$ cat config.mk
export PLATFORM = sky130hd
export DESIGN_NAME = ns_chnl_arbiter
export DESIGN_NICKNAME = d
export VERILOG_FILES = /design/src/rtl/ns_chnl_arbiter.sv
export SDC_FILE = /design/constraint.sdc
export NUM_CORES = 1
export LEC_CHECK = 0
export BUFFER_PORTS_ARGS = -buffer_cell sky130_fd_sc_hd__buf_2
export CORE_AREA = 2 2 85 87
export CTS_BUF_LIST = sky130_fd_sc_hd__clkbuf_2
export CTS_CLUSTER_DIAMETER = 100
export DETAILED_ROUTE_END_ITERATION = 12
export DIE_AREA = 0 0 87 89
export GPL_ROUTABILITY_DRIVEN = 1
export HOLD_SLACK_MARGIN = 0.08
export PLACE_DENSITY_LB_ADDON = 0.1
export SYNTH_ARGS = -nofsm -noshare
export SYNTH_HDL_FRONTEND = slang
export SYNTH_HIERARCHICAL = 1
export SYNTH_SLANG_ARGS = --single-unit
$ cat constraint.sdc
create_clock -name src_clk -period 2.3 [get_ports src_clk]
set_input_delay 0.23 -clock src_clk [delete_from_list [all_inputs] [get_ports src_clk]]
set_output_delay 0.23 -clock src_clk [all_outputs]
set_load 0.01 [all_outputs]
$ cat src/rtl/ns_chnl_arbiter.sv
// ns_chnl_arbiter: round-robin arbiter that buffers one message from i0/i1 and replays it on o0 (4-phase).
// Optional redundancy check of buffered messages is enabled by defining NS_ARB_REDUN_CHECK_EN.

`ifndef NS_ADDRESS_SIZE
`define NS_ADDRESS_SIZE 8
`endif
`ifndef NS_DATA_SIZE
`define NS_DATA_SIZE 16
`endif
`ifndef NS_REDUN_SIZE
`define NS_REDUN_SIZE 8
`endif

`ifdef NS_ARB_REDUN_CHECK_EN
// Redundancy is the XOR-fold of {src, dst, dat} onto RSZ bits.
module calc_redun #(
    parameter int ASZ = `NS_ADDRESS_SIZE,
    parameter int DSZ = `NS_DATA_SIZE,
    parameter int RSZ = `NS_REDUN_SIZE
) (
    input  logic [ASZ-1:0] i_src,
    input  logic [ASZ-1:0] i_dst,
    input  logic [DSZ-1:0] i_dat,
    output logic [RSZ-1:0] o_red
);
    localparam int MW = 2*ASZ + DSZ;
    logic [MW-1:0] w_msg;

    assign w_msg = {i_src, i_dst, i_dat};

    always_comb begin
        o_red = '0;
        for (int i = 0; i < MW; i++) begin
            o_red[i % RSZ] = o_red[i % RSZ] ^ w_msg[i];
        end
    end
endmodule
`endif

// state   | meaning
// S_IDLE  | waiting for a request; arbitrates and latches the winner
// S_IACK  | ack held to granted input until its req drops
// S_OREQ  | o0_req high, waiting for o0_ack
// S_ODONE | waiting for o0_ack to fall
module ns_chnl_arbiter #(
    parameter int ASZ = `NS_ADDRESS_SIZE,
    parameter int DSZ = `NS_DATA_SIZE,
    parameter int RSZ = `NS_REDUN_SIZE
) (
    input  logic           src_clk,
    input  logic           reset,
    input  logic [ASZ-1:0] i0_src,
    input  logic [ASZ-1:0] i0_dst,
    input  logic [DSZ-1:0] i0_dat,
    input  logic [RSZ-1:0] i0_red,
    input  logic           i0_req,
    output logic           i0_ack,
    input  logic [ASZ-1:0] i1_src,
    input  logic [ASZ-1:0] i1_dst,
    input  logic [DSZ-1:0] i1_dat,
    input  logic [RSZ-1:0] i1_red,
    input  logic           i1_req,
    output logic           i1_ack,
    output logic [ASZ-1:0] o0_src,
    output logic [ASZ-1:0] o0_dst,
    output logic [DSZ-1:0] o0_dat,
    output logic [RSZ-1:0] o0_red,
    output logic           o0_req,
    input  logic           o0_ack,
    output logic [7:0]     fwd_cnt,
    output logic [7:0]     err_cnt,
    output logic           last_gnt
);
    localparam logic [1:0] S_IDLE  = 2'd0;
    localparam logic [1:0] S_IACK  = 2'd1;
    localparam logic [1:0] S_OREQ  = 2'd2;
    localparam logic [1:0] S_ODONE = 2'd3;

    logic [1:0]     r_state;
    logic           r_i0_ack;
    logic           r_i1_ack;
    logic           r_o0_req;
    logic           r_last_gnt;
    logic [ASZ-1:0] r_o0_src;
    logic [ASZ-1:0] r_o0_dst;
    logic [DSZ-1:0] r_o0_dat;
    logic [RSZ-1:0] r_o0_red;
    logic [7:0]     r_fwd_cnt;

    logic           w_gnt_any;
    logic           w_gnt_idx;
    logic           w_gnt_req;
    logic           w_red_ok;

    assign w_gnt_any = i0_req | i1_req;
    // On contention the input that did not win last time goes first.
    assign w_gnt_idx = (i0_req & i1_req) ? ~r_last_gnt : i1_req;
    assign w_gnt_req = r_last_gnt ? i1_req : i0_req;

`ifdef NS_ARB_REDUN_CHECK_EN
    logic [RSZ-1:0] w_red_calc;
    logic [7:0]     r_err_cnt;

    calc_redun #(.ASZ(ASZ), .DSZ(DSZ), .RSZ(RSZ)) u_calc_redun (
        .i_src (r_o0_src),
        .i_dst (r_o0_dst),
        .i_dat (r_o0_dat),
        .o_red (w_red_calc)
    );

    assign w_red_ok = (w_red_calc == r_o0_red);
    assign err_cnt  = r_err_cnt;
`else
    assign w_red_ok = 1'b1;
    assign err_cnt  = 8'd0;
`endif

    always_ff @(posedge src_clk or negedge reset) begin
        if (!reset) begin
            r_state    <= S_IDLE;
            r_i0_ack   <= 1'b0;
            r_i1_ack   <= 1'b0;
            r_o0_req   <= 1'b0;
            r_last_gnt <= 1'b1;
            r_o0_src   <= '0;
            r_o0_dst   <= '0;
            r_o0_dat   <= '0;
            r_o0_red   <= '0;
            r_fwd_cnt  <= 8'd0;
`ifdef NS_ARB_REDUN_CHECK_EN
            r_err_cnt  <= 8'd0;
`endif
        end else begin
            case (r_state)
                S_IDLE: begin
                    if (w_gnt_any) begin
                        r_last_gnt <= w_gnt_idx;
                        r_state    <= S_IACK;
                        if (w_gnt_idx) begin
                            r_o0_src <= i1_src;
                            r_o0_dst <= i1_dst;
                            r_o0_dat <= i1_dat;
                            r_o0_red <= i1_red;
                            r_i1_ack <= 1'b1;
                        end else begin
                            r_o0_src <= i0_src;
                            r_o0_dst <= i0_dst;
                            r_o0_dat <= i0_dat;
                            r_o0_red <= i0_red;
                            r_i0_ack <= 1'b1;
                        end
                    end
                end
                S_IACK: begin
                    if (!w_gnt_req) begin
                        r_i0_ack <= 1'b0;
                        r_i1_ack <= 1'b0;
                        if (w_red_ok) begin
                            r_o0_req <= 1'b1;
                            r_state  <= S_OREQ;
                        end else begin
`ifdef NS_ARB_REDUN_CHECK_EN
                            if (r_err_cnt != 8'hFF) r_err_cnt <= r_err_cnt + 8'd1;
`endif
                            r_state <= S_IDLE;
                        end
                    end
                end
                S_OREQ: begin
                    if (o0_ack) begin
                        r_o0_req  <= 1'b0;
                        r_fwd_cnt <= r_fwd_cnt + 8'd1;
                        r_state   <= S_ODONE;
                    end
                end
                S_ODONE: begin
                    if (!o0_ack) r_state <= S_IDLE;
                end
                default: r_state <= S_IDLE;
            endcase
        end
    end

    assign i0_ack   = r_i0_ack;
    assign i1_ack   = r_i1_ack;
    assign o0_req   = r_o0_req;
    assign o0_src   = r_o0_src;
    assign o0_dst   = r_o0_dst;
    assign o0_dat   = r_o0_dat;
    assign o0_red   = r_o0_red;
    assign fwd_cnt  = r_fwd_cnt;
    assign last_gnt = r_last_gnt;
endmodule

==> impl_metrics.toml, run 1 <==
[timing]
setup_viol = 0
finalHoldViolations = 0
period_share_pct = 88.01
tns_ns = 0
min_period_ns = 2.024
worst_slew_margin_rel_pct = 48.12
fmax_ghz = 0.4940
slew_viol_final = 0
rsz0062_at_grt = "false"
fin_skew_ns = 0.01277
tightest_slew_ns = 0.7753

[floorplanning]
die_h_um = 89
num_rows = 30
coreArea_um2 = 6719
start_util_pct = 41.04
die_x_um = 87
io_pins = 145
fp.dieArea_um2 = 7743

[worst_hold_path]
min_path_type = "primary input to flop"

[clock_tree]
cts_tree = "done"
cts_made_buffers = 5
path_clk_slew_ns = 0.27
root_buffer = "clkbuf_2"
cts_buffer_depth = 2
htreeDepth = 2
clkSinkCount = 54
insertion_delay_ns = 0.42

[finish]
final_nets = 562
fill_cells = 564
area_delta_synth_final_pct = 56.03
postLayoutCellArea_um2 = 4303
insertedDiodeCount = 0
drive_gt1_share_pct = 34.32

[logic_synthesis]
synth.distinct_cells = 37
synth.top_cells.by_count = "53 x dfrtp_1, 45 x nand2_1, 41 x mux2i_1, 38 x o21ai_1, 8 x buf_4"
ys_ff_latch = 54
synth.most_common_cell = "dfrtp_1"
netlist_area_um2 = 2758
synthTopCellsByArea = "dfrtp_1 48%, mux2i_1 15%, o21ai_1 6.9%"
ys_seq_area_share_pct = 49.05
synth_top_area_share_pct = 48.09
synth-async-reset-ratio_pct = 100.0
syn-mean-instance-area_um2 = 10.69
synth-warning-count = 6
yosys.area.top_type = "dfrtp_1"
synth_enable_flop_cells = 0
synthCells = 258
synthFlopType = "dfrtp_1"

[run_status]
status = "finished, final reports clean"

[critical_path]
r2r_start = "last_gnt"
arrival_ns = 2.35
crit_start = "i0_req"
r2r_cells = 5
path_max_fanout = 20
timing.rr.end = "o0_dat[11]"
regToRegSetupSlack_ns = 0.30
crit_end = "o0_dat[11]"
cp-start-kind = "primary input"
path_class = "primary input to flop"
required_ns = 2.63
cp-end-kind = "flop"

[route]
postRouteAntennaNets = 0
drt-pass1-iter-count = 5
totalWireLength_mm = 7.154
drtIter0Drc = 69
wl_per_cell_um = 12.96
vias = 2535
drc = 0
via_per_inst = 4.592

[place]
gp_congestion = 0.8476
port_buffers = 136
detailed_place.area_um2 = 3425
post-dp-hpwl_mm = 4.627

[grt]
track_usage_pct = 18.52
overflow = 0
grt_pass1_vias = 2595
grt_max_degree = 35
antenna_found_initial = 0
grt_first_pass_wirelength_mm = 11.34

[power]
p_leak_nw = 2.187
irDropWorstVdd_v = 0.0005059
power.density_nw_per_um2 = 989.2

[run]
cap_violations = 0
sequential cells by signal, indices dropped and copies added, names as in the netlist:
signal	flops
o0_dat	16
i1_ack	1
fwd_cnt	8
i0_ack	1
r_state	2
o0_req	1
o0_dst	8
o0_src	8
last_gnt	1
o0_red	8
cell families (layout without fill, tap and decap cells):
logic type / after synthesis / in the layout / synth area share [%]
compound gates: 55 / 55 / 11.84
xor+xnor: 7 / 7 / 2.223
fa+ha+maj: 6 / 6 / 2.722
buf+inv: 31 / 238 / 8.485
flops: 54 / 54 / 49.05
mux: 46 / 46 / 17.01
other cells: 1 / 8 / 0.1360
simple gates: 58 / 58 / 8.530
final cells by class:
cell class / instances / area [um2] / share of cell area (%)
clock buffer: 6 / 30.03 / 0.6979
multi-input combinational: 180 / 1205 / 28.00
timing repair buffer: 223 / 1549 / 36.00
tap: 80 / 100.1 / 2.326
sequential: 54 / 1353 / 31.43
inverter: 7 / 28.78 / 0.6688
clock inverter: 2 / 37.54 / 0.8723
timing repair:
item                      in CTS  in global routing
setup buffers                  0                  0
gates resized for setup        0                  0
hold buffers                  81                  0
hold endpoints to repair      67                  0
worst min path at each step:
stage	startpoint	endpoint	cells after the start
3_5_place_dp	reset	fwd_cnt[7]	1
6_report	i0_dst[1]	o0_dst[1]	3
3_3_place_gp	reset	fwd_cnt[5]	1
4_1_cts	i1_req	last_gnt	3
5_1_grt	i1_dst[1]	o0_dst[1]	3
2_1_floorplan	reset	fwd_cnt[0]	0
worst max-delay path: stages:
cell and delay, ns:
dlygate4sd3_1 0.54, buf_2 0.20, a21oi_4 0.15, buf_4 0.34, mux2i_1 0.25, dlygate4sd3_1 0.58
o21ai_1 0.07
routing by layer:
metal  share of wire, %  GRT usage, %
met1                 42         21.85
met2                 50         34.14
met3                6.5         3.786
met4                1.5         5.256
met5                  0             0
per-stage QoR:
stage / hold slack, ns / total power, mW / setup WS, ns / utilization (%) / std cells
after floorplan: -0.06559 / 2.946 / 0.6667 / - / 265
after global placement: 0.2981 / 3.571 / 0.5946 / 50.97 / 463
after detailed placement: 0.3149 / 3.630 / 0.5381 / 50.97 / 463
after CTS: 0.08014 / 4.301 / 0.2886 / 64.04 / 552
after global routing: 0.09792 / 4.662 / 0.2008 / 64.04 / 552
final: 0.1258 / 4.257 / 0.2758 / 64.04 / 552
power breakdown:
| group | internal (mW) | switching [mW] |
|---|---|---|
| clock | 0.188 | 0.293 |
| combinational | 1.00 | 1.10 |
| sequential | 1.39 | 0.278 |
| total | 2.58 | 1.67 |
cells in the final DEF (no fill, tap or decap), types with 2 or more instances in the layout:
master	instances
xnor2_1	5
o21ai_0	2
a21oi_1	3
conb_1	8
o21ai_2	2
xor2_1	2
buf_2	136
nand2_1	45
clkbuf_2	6
buf_4	5
o21ai_1	38
dlygate4sd3_1	81
mux2i_1	41
mux2_2	3
ha_1	6
inv_1	6
nor2_1	4
a31oi_1	2
nor2b_1	2
nand3_1	4
dfrtp_1	53
Power figures use the tool's default switching activity.
==> run 2: changes to the inputs <==
--- a/config.mk
+++ b/config.mk
@@ -6,15 +6,17 @@
 export NUM_CORES = 1
 export LEC_CHECK = 0
 export BUFFER_PORTS_ARGS = -buffer_cell sky130_fd_sc_hd__buf_2
-export CORE_AREA = 2 2 85 87
+export CORE_AREA = 4 4 87 89
 export CTS_BUF_LIST = sky130_fd_sc_hd__clkbuf_2
 export CTS_CLUSTER_DIAMETER = 100
 export DETAILED_ROUTE_END_ITERATION = 12
-export DIE_AREA = 0 0 87 89
+export DIE_AREA = 0 0 91 93
 export GPL_ROUTABILITY_DRIVEN = 1
 export HOLD_SLACK_MARGIN = 0.08
 export PLACE_DENSITY_LB_ADDON = 0.1
+export RECOVER_POWER = 50
 export SYNTH_ARGS = -nofsm -noshare
 export SYNTH_HDL_FRONTEND = slang
 export SYNTH_HIERARCHICAL = 1
 export SYNTH_SLANG_ARGS = --single-unit
+export TNS_END_PERCENT = 10
==> run 2 against run 1 <==
Via count rose by 0.71%. Worst hold slack improved by 0.050 ns. Total power fell by 1.3%. Highest routed layer unchanged. Worst setup slack got worse by 0.096 ns. First-iteration DRC count fell by 54%. Critical endpoint is now o0_red[6]. Maximum frequency fell by 4.5%.
==> impl_metrics.toml, run 2 (synthesis results as in run 1) <==
[critical_path]
crit_path_top_delay_cell = "dlygate4sd3_1"
cp_cell_sequence = "dlygate4sd3_1 > buf_2 > a21oi_4 > buf_4 > mux2i_1 > dlygate4sd3_1 > o21ai_1"
crit_top_cell = "dlygate4sd3_1"
path_max_fanout = 23
cp-end-kind = "flop"
cp.buffers_inverters = 4
cpLargestDelayFamily = "buffers and inverters"
path_class = "primary input to flop"
arrival_ns = 2.41
critPathMaxStageDelay_ns = 0.59
required_ns = 2.59
cp-start-kind = "primary input"

[clock_tree]
insertion_delay_ns = 0.41
root_buffer = "clkbuf_2"
htreeDepth = 2
cts_made_buffers = 5
clkSinkCount = 54
cts_tree = "done"
cts_resized = 0
cts_buffer_depth = 2
path_clk_slew_ns = 0.24

[route]
postRouteAntennaNets = 0
totalWireLength_mm = 7.265
drt-pass1-iter-count = 4
drtIter0Drc = 32
vias = 2553
via_per_inst = 4.625
wl_per_cell_um = 13.16
drc = 0

[finish]
final_nets = 563
post-route-util_pct = 63.46
multiInputGateArea_um2 = 1205
drive_gt1_share_pct = 28.39
final_common_cell = "buf_2"
insertedDiodeCount = 0
area_delta_synth_final_pct = 55.49
seqCellArea_um2 = 1353
largest_reg_flops = 16
final_cell_mix = "111 x buf_2, 83 x dlygate4sd3_1, 53 x dfrtp_1"
fill_cells = 576

[floorplanning]
start_util_pct = 40.81
num_rows = 30
die_h_um = 93
io_pins = 145
coreArea_um2 = 6756
die_x_um = 91
fp.dieArea_um2 = 8463

[timing]
rsz0062_at_grt = "false"
fin_skew_ns = 0.003559
tns_ns = 0
fmax_ghz = 0.4716
tightest_slew_ns = 1.466
min_period_ns = 2.120
slew_viol_final = 0
worst_slew_margin_rel_pct = 2.257
setup_viol = 0
finalHoldViolations = 0
setup_slack_ns = 0.1797
period_share_pct = 92.19

[grt]
antenna_found_initial = 0
grt_first_pass_wirelength_mm = 11.72
overflow = 0
track_usage_pct = 16.93
grt_max_degree = 46
grt_pass1_vias = 2566

[run]
cap_violations = 0

[place]
port_buffers = 136
post-dp-hpwl_mm = 4.721
gp_congestion = 0.8250
post-place-ws_ns = 0.4177

[worst_hold_path]
min_path_type = "primary input to flop"

[power]
power.density_nw_per_um2 = 980.0
p_leak_nw = 2.115
irDropWorstVdd_v = 0.0005327

[run_status]
status = "finished, final reports clean"
[run 2: cell count changes in the layout (fill, tap and decap cells not counted)]
cell	delta
buf_4	-2
clkbuf_1	+25
clkbuf_2	-1
buf_12	+1
buf_2	-25
clkinvlp_4	-1
dlygate4sd3_1	+2
clkinv_1	+1
[run 2: worst min-delay path: stages]
cell and delay [ns]:
buf_2 0.17, a21oi_1 0.16, a31oi_1 0.05
[run 2: layer usage]
layer / track usage, % / routed length [um] / share of wire, % / vias to the layer above
met5: 0 / 0 / 0 / -
met4: 4.146 / 102 / 1.4 / 0
met3: 4.586 / 527 / 7.3 / 10
met2: 30.23 / 3664 / 50 / 96
met1: 20.27 / 2971 / 41 / 1154
li1: - / - / - / 1293
[run 2: final cells by class]
cell class | count | share of cell area (%)
flip-flops and latches | 54 | 31.54
inverters | 7 | 0.6711
clock inverters | 2 | 0.7879
well taps | 80 | 2.334
repair buffers | 224 | 35.98
multi-input cells | 180 | 28.10
clock buffers | 5 | 0.5836
[run 2: worst paths after layout]
check / from / to / slack [ns] / cells after the start
hold / removal: i1_req / last_gnt / 0.18 / 3
hold reg to reg: fwd_cnt[7] / fwd_cnt[7] / 0.49 / 1
min in group asynchronous: reset / o0_dat[15] / 0.66 / 2
setup / recovery: i0_req / o0_red[6] / 0.18 / 7
max in group asynchronous: reset / o0_red[3] / 0.80 / 2
setup reg to reg: last_gnt / o0_red[6] / 0.25 / 5
[run 2: through the flow]
step | std cells | hold slack [ns] | cell area [um2] | power [mW]
after floorplan | 265 | -0.06559 | 2784 | 2.946
after global placement | 462 | 0.2785 | 3430 | 3.590
after detailed placement | 462 | 0.2759 | 3430 | 3.645
after CTS | 544 | 0.08040 | 4239 | 4.273
after global routing | 552 | 0.1304 | 4288 | 4.577
final | 552 | 0.1763 | 4288 | 4.202
[run 2: repair_timing]
action,4_1_cts,5_1_grt
buffers inserted,0,0
hold buffers,75,8
endpoints found under the hold margin,62,4
[run 2: report_power, final]
| group | leakage (nW) | switching, mW | internal [mW] |
|---|---|---|---|
| combinational | 1.42 | 1.11 | 0.967 |
| clock | 0.0365 | 0.279 | 0.175 |
| sequential | 0.658 | 0.285 | 1.39 |
| total | 2.11 | 1.67 | 2.53 |
==> run 3: changes to the inputs <==
--- a/config.mk
+++ b/config.mk
@@ -5,12 +5,13 @@
 export SDC_FILE = /design/constraint.sdc
 export NUM_CORES = 1
 export LEC_CHECK = 0
+export ABC_AREA = 1
 export BUFFER_PORTS_ARGS = -buffer_cell sky130_fd_sc_hd__buf_2
-export CORE_AREA = 4 4 87 89
+export CORE_AREA = 4 4 85 87
 export CTS_BUF_LIST = sky130_fd_sc_hd__clkbuf_2
 export CTS_CLUSTER_DIAMETER = 100
 export DETAILED_ROUTE_END_ITERATION = 12
-export DIE_AREA = 0 0 91 93
+export DIE_AREA = 0 0 89 91
 export GPL_ROUTABILITY_DRIVEN = 1
 export HOLD_SLACK_MARGIN = 0.08
 export PLACE_DENSITY_LB_ADDON = 0.1
==> run 3 against run 2 <==
First-iteration DRC count grew to 4.3 times the previous value. Synthesized cell count increased by 30%. Worst hold slack got worse by 0.061 ns. Combinational power is 50% higher. Via count up 23%. Largest power group unchanged. Final area increased by 2.0%. Clock skew up 0.011 ns. Clock power down 19%. Die area down 4.3%.
==> impl_metrics.toml, run 3 <==
[logic_synthesis]
synthCells = 335
synthFlopType = "dfrtp_1"
netlist_area_um2 = 2666
synth.distinct_cells = 22
syn-mean-instance-area_um2 = 7.959
ys_seq_area_share_pct = 50.73
synth.most_common_cell = "nand2_1"
synth_enable_flop_cells = 0
synth_top_area_share_pct = 49.74
yosys.area.top_type = "dfrtp_1"
synthTopCellsByArea = "dfrtp_1 50%, nand2_1 17%, a31oi_1 9.4%"
synth.top_cells.by_count = "119 x nand2_1, 53 x dfrtp_1, 43 x nor2_1, 40 x a31oi_1, 21 x inv_1"
ys_ff_latch = 54
synth-async-reset-ratio_pct = 100.0
synth-warning-count = 6

[clock_tree]
path_clk_slew_ns = 0.25
clkSinkCount = 54
cts_buffer_depth = 2
cts_tree = "done"
insertion_delay_ns = 0.43
htreeDepth = 2
cts_made_buffers = 5
root_buffer = "clkbuf_2"

[timing]
setup_slack_ns = 0.09367
min_period_ns = 2.206
slew_viol_final = 0
fin_skew_ns = 0.01426
period_share_pct = 95.93
setup_viol = 0
worst_slew_margin_rel_pct = 35.08
finalHoldViolations = 0
fmax_ghz = 0.4532
tns_ns = 0
tightest_slew_ns = 0.9738

[place]
port_buffers = 136
gp_congestion = 0.8395
post-place-ws_ns = 0.5989
post-dp-hpwl_mm = 5.389
detailed_place.area_um2 = 3387

[power]
switchingPower_mw = 2.063
clockPowerShare_pct = 7.1
power.density_nw_per_um2 = 1180
p_int_mw = 3.099
p_leak_nw = 2.159
pwr-share-seq_pct = 32.9
combinationalPowerShare_pct = 60.0
swShare_pct = 39.96
irDropWorstVdd_v = 0.0005940

[route]
postRouteAntennaNets = 0
totalWireLength_mm = 9.293
drc = 0
drt-pass1-iter-count = 5
via_per_inst = 4.957
vias = 3148
wl_per_cell_um = 14.63
drtIter0Drc = 137

[critical_path]
cp-start-kind = "flop"
path_class = "flop to flop"
required_ns = 2.70
r2r_cells = 9
timing.rr.end = "o0_src[1]"
r2r_start = "r_state[0]"
arrival_ns = 2.61
regToRegSetupSlack_ns = 0.09
cp-end-kind = "flop"
path_max_fanout = 20

[finish]
drive_gt1_share_pct = 24.37
postLayoutCellArea_um2 = 4375
final_common_cell = "nand2_1"
multiInputGateArea_um2 = 1137
fill_cells = 532
final_nets = 649
post-route-util_pct = 68.91
largest_reg_flops = 16
seqCellArea_um2 = 1353
final_cell_mix = "119 x nand2_1, 110 x buf_2, 82 x dlygate4sd3_1"
area_delta_synth_final_pct = 64.10
insertedDiodeCount = 0

[run_status]
status = "finished, final reports clean"

[grt]
grt_pass1_vias = 3000
grt_first_pass_wirelength_mm = 13.75
antenna_found_initial = 0
overflow = 0
track_usage_pct = 21.00
grt_max_degree = 81

[floorplanning]
die_h_um = 91
coreArea_um2 = 6350
die_x_um = 89
io_pins = 145
start_util_pct = 41.99
fp.dieArea_um2 = 8099
num_rows = 29

[worst_hold_path]
min_path_type = "primary input to flop"
min_to = "o0_req"
worstHoldStart = "i0_req"
hold_depth = 4

[run]
cap_violations = 0
## run 3: worst max path at each step
stage                    start  slack (ns)         end
detailed placement  r_state[0]        0.60   o0_red[3]
global route        r_state[0]       -0.02   o0_dat[9]
global placement    r_state[0]        0.66   o0_dat[7]
finish              r_state[0]        0.09   o0_src[1]
floorplan           r_state[0]        0.88  o0_dat[15]
CTS                 r_state[0]        0.03   o0_red[5]
## run 3: cells by family (layout without fill, tap and decap cells)
| logic type | Yosys count | after routing | synth area share [%] |
|---|---|---|---|
| buffers and inverters | 46 | 262 | 8.071 |
| AO/OA/AOI/OAI | 50 | 50 | 11.97 |
| XOR/XNOR | 3 | 3 | 0.9856 |
| adder cells (fa/ha/maj) | 6 | 6 | 2.816 |
| AND/OR/NAND/NOR | 175 | 175 | 25.29 |
| other | 1 | 8 | 0.1406 |
| flip-flops | 54 | 54 | 50.73 |
## run 3: power groups by stage
stage | logic, mW | clock network [mW] | registers, mW
after CTS | 2.76 | 0.379 | 1.69
after detailed placement | 2.05 | 0 | 1.71
after global placement | 2.02 | 0 | 1.70
after floorplan | 1.08 | 0 | 1.90
after global routing | 3.41 | 0.415 | 1.76
final | 3.10 | 0.365 | 1.70
## run 3: per-stage QoR
step | hold WS, ns | total power, mW | instances
after floorplan | -0.06559 | 2.981 | 342
after global placement | 0.1745 | 3.724 | 536
after detailed placement | 0.1786 | 3.763 | 536
after CTS | 0.09070 | 4.825 | 625
after global routing | 0.08523 | 5.585 | 635
final | 0.1158 | 5.162 | 635
## run 3: worst max-delay path, cell delays in order (launching register included)
cell and delay (ns):
dfrtp_1 0.47, inv_1 0.15, ha_4 0.18, inv_1 0.08, a21oi_4 0.19, buf_12 0.16, clkbuf_16 0.19, nor2_1 0.05
a31oi_1 0.14, dlygate4sd3_1 0.57
## run 3: timing repair
| action | CTS | global route |
|---|---|---|
| buffers inserted | 0 | 5 |
| hold endpoints to repair | 72 | 0 |
| hold buffers | 82 | 0 |
| setup endpoints to repair | 0 | 39 |
| gates resized for setup | 0 | 5 |
## run 3: routing by layer
| metal | global-route usage (%) | routed length (um) | vias up |
|---|---|---|---|
| li1 | - | - | 1519 |
| met1 | 26.39 | 3694 | 1467 |
| met2 | 36.08 | 4650 | 149 |
| met3 | 4.796 | 820 | 13 |
| met4 | 5.459 | 128 | 0 |
| met5 | 0 | 0 | - |
## run 3: layout make-up
type / count / area share, %
clock buffers: 7 / 0.8007
repair buffers: 233 / 38.12
well taps: 77 / 2.202
inverters: 22 / 1.973
multi-input cells: 242 / 25.99
flip-flops and latches: 54 / 30.91
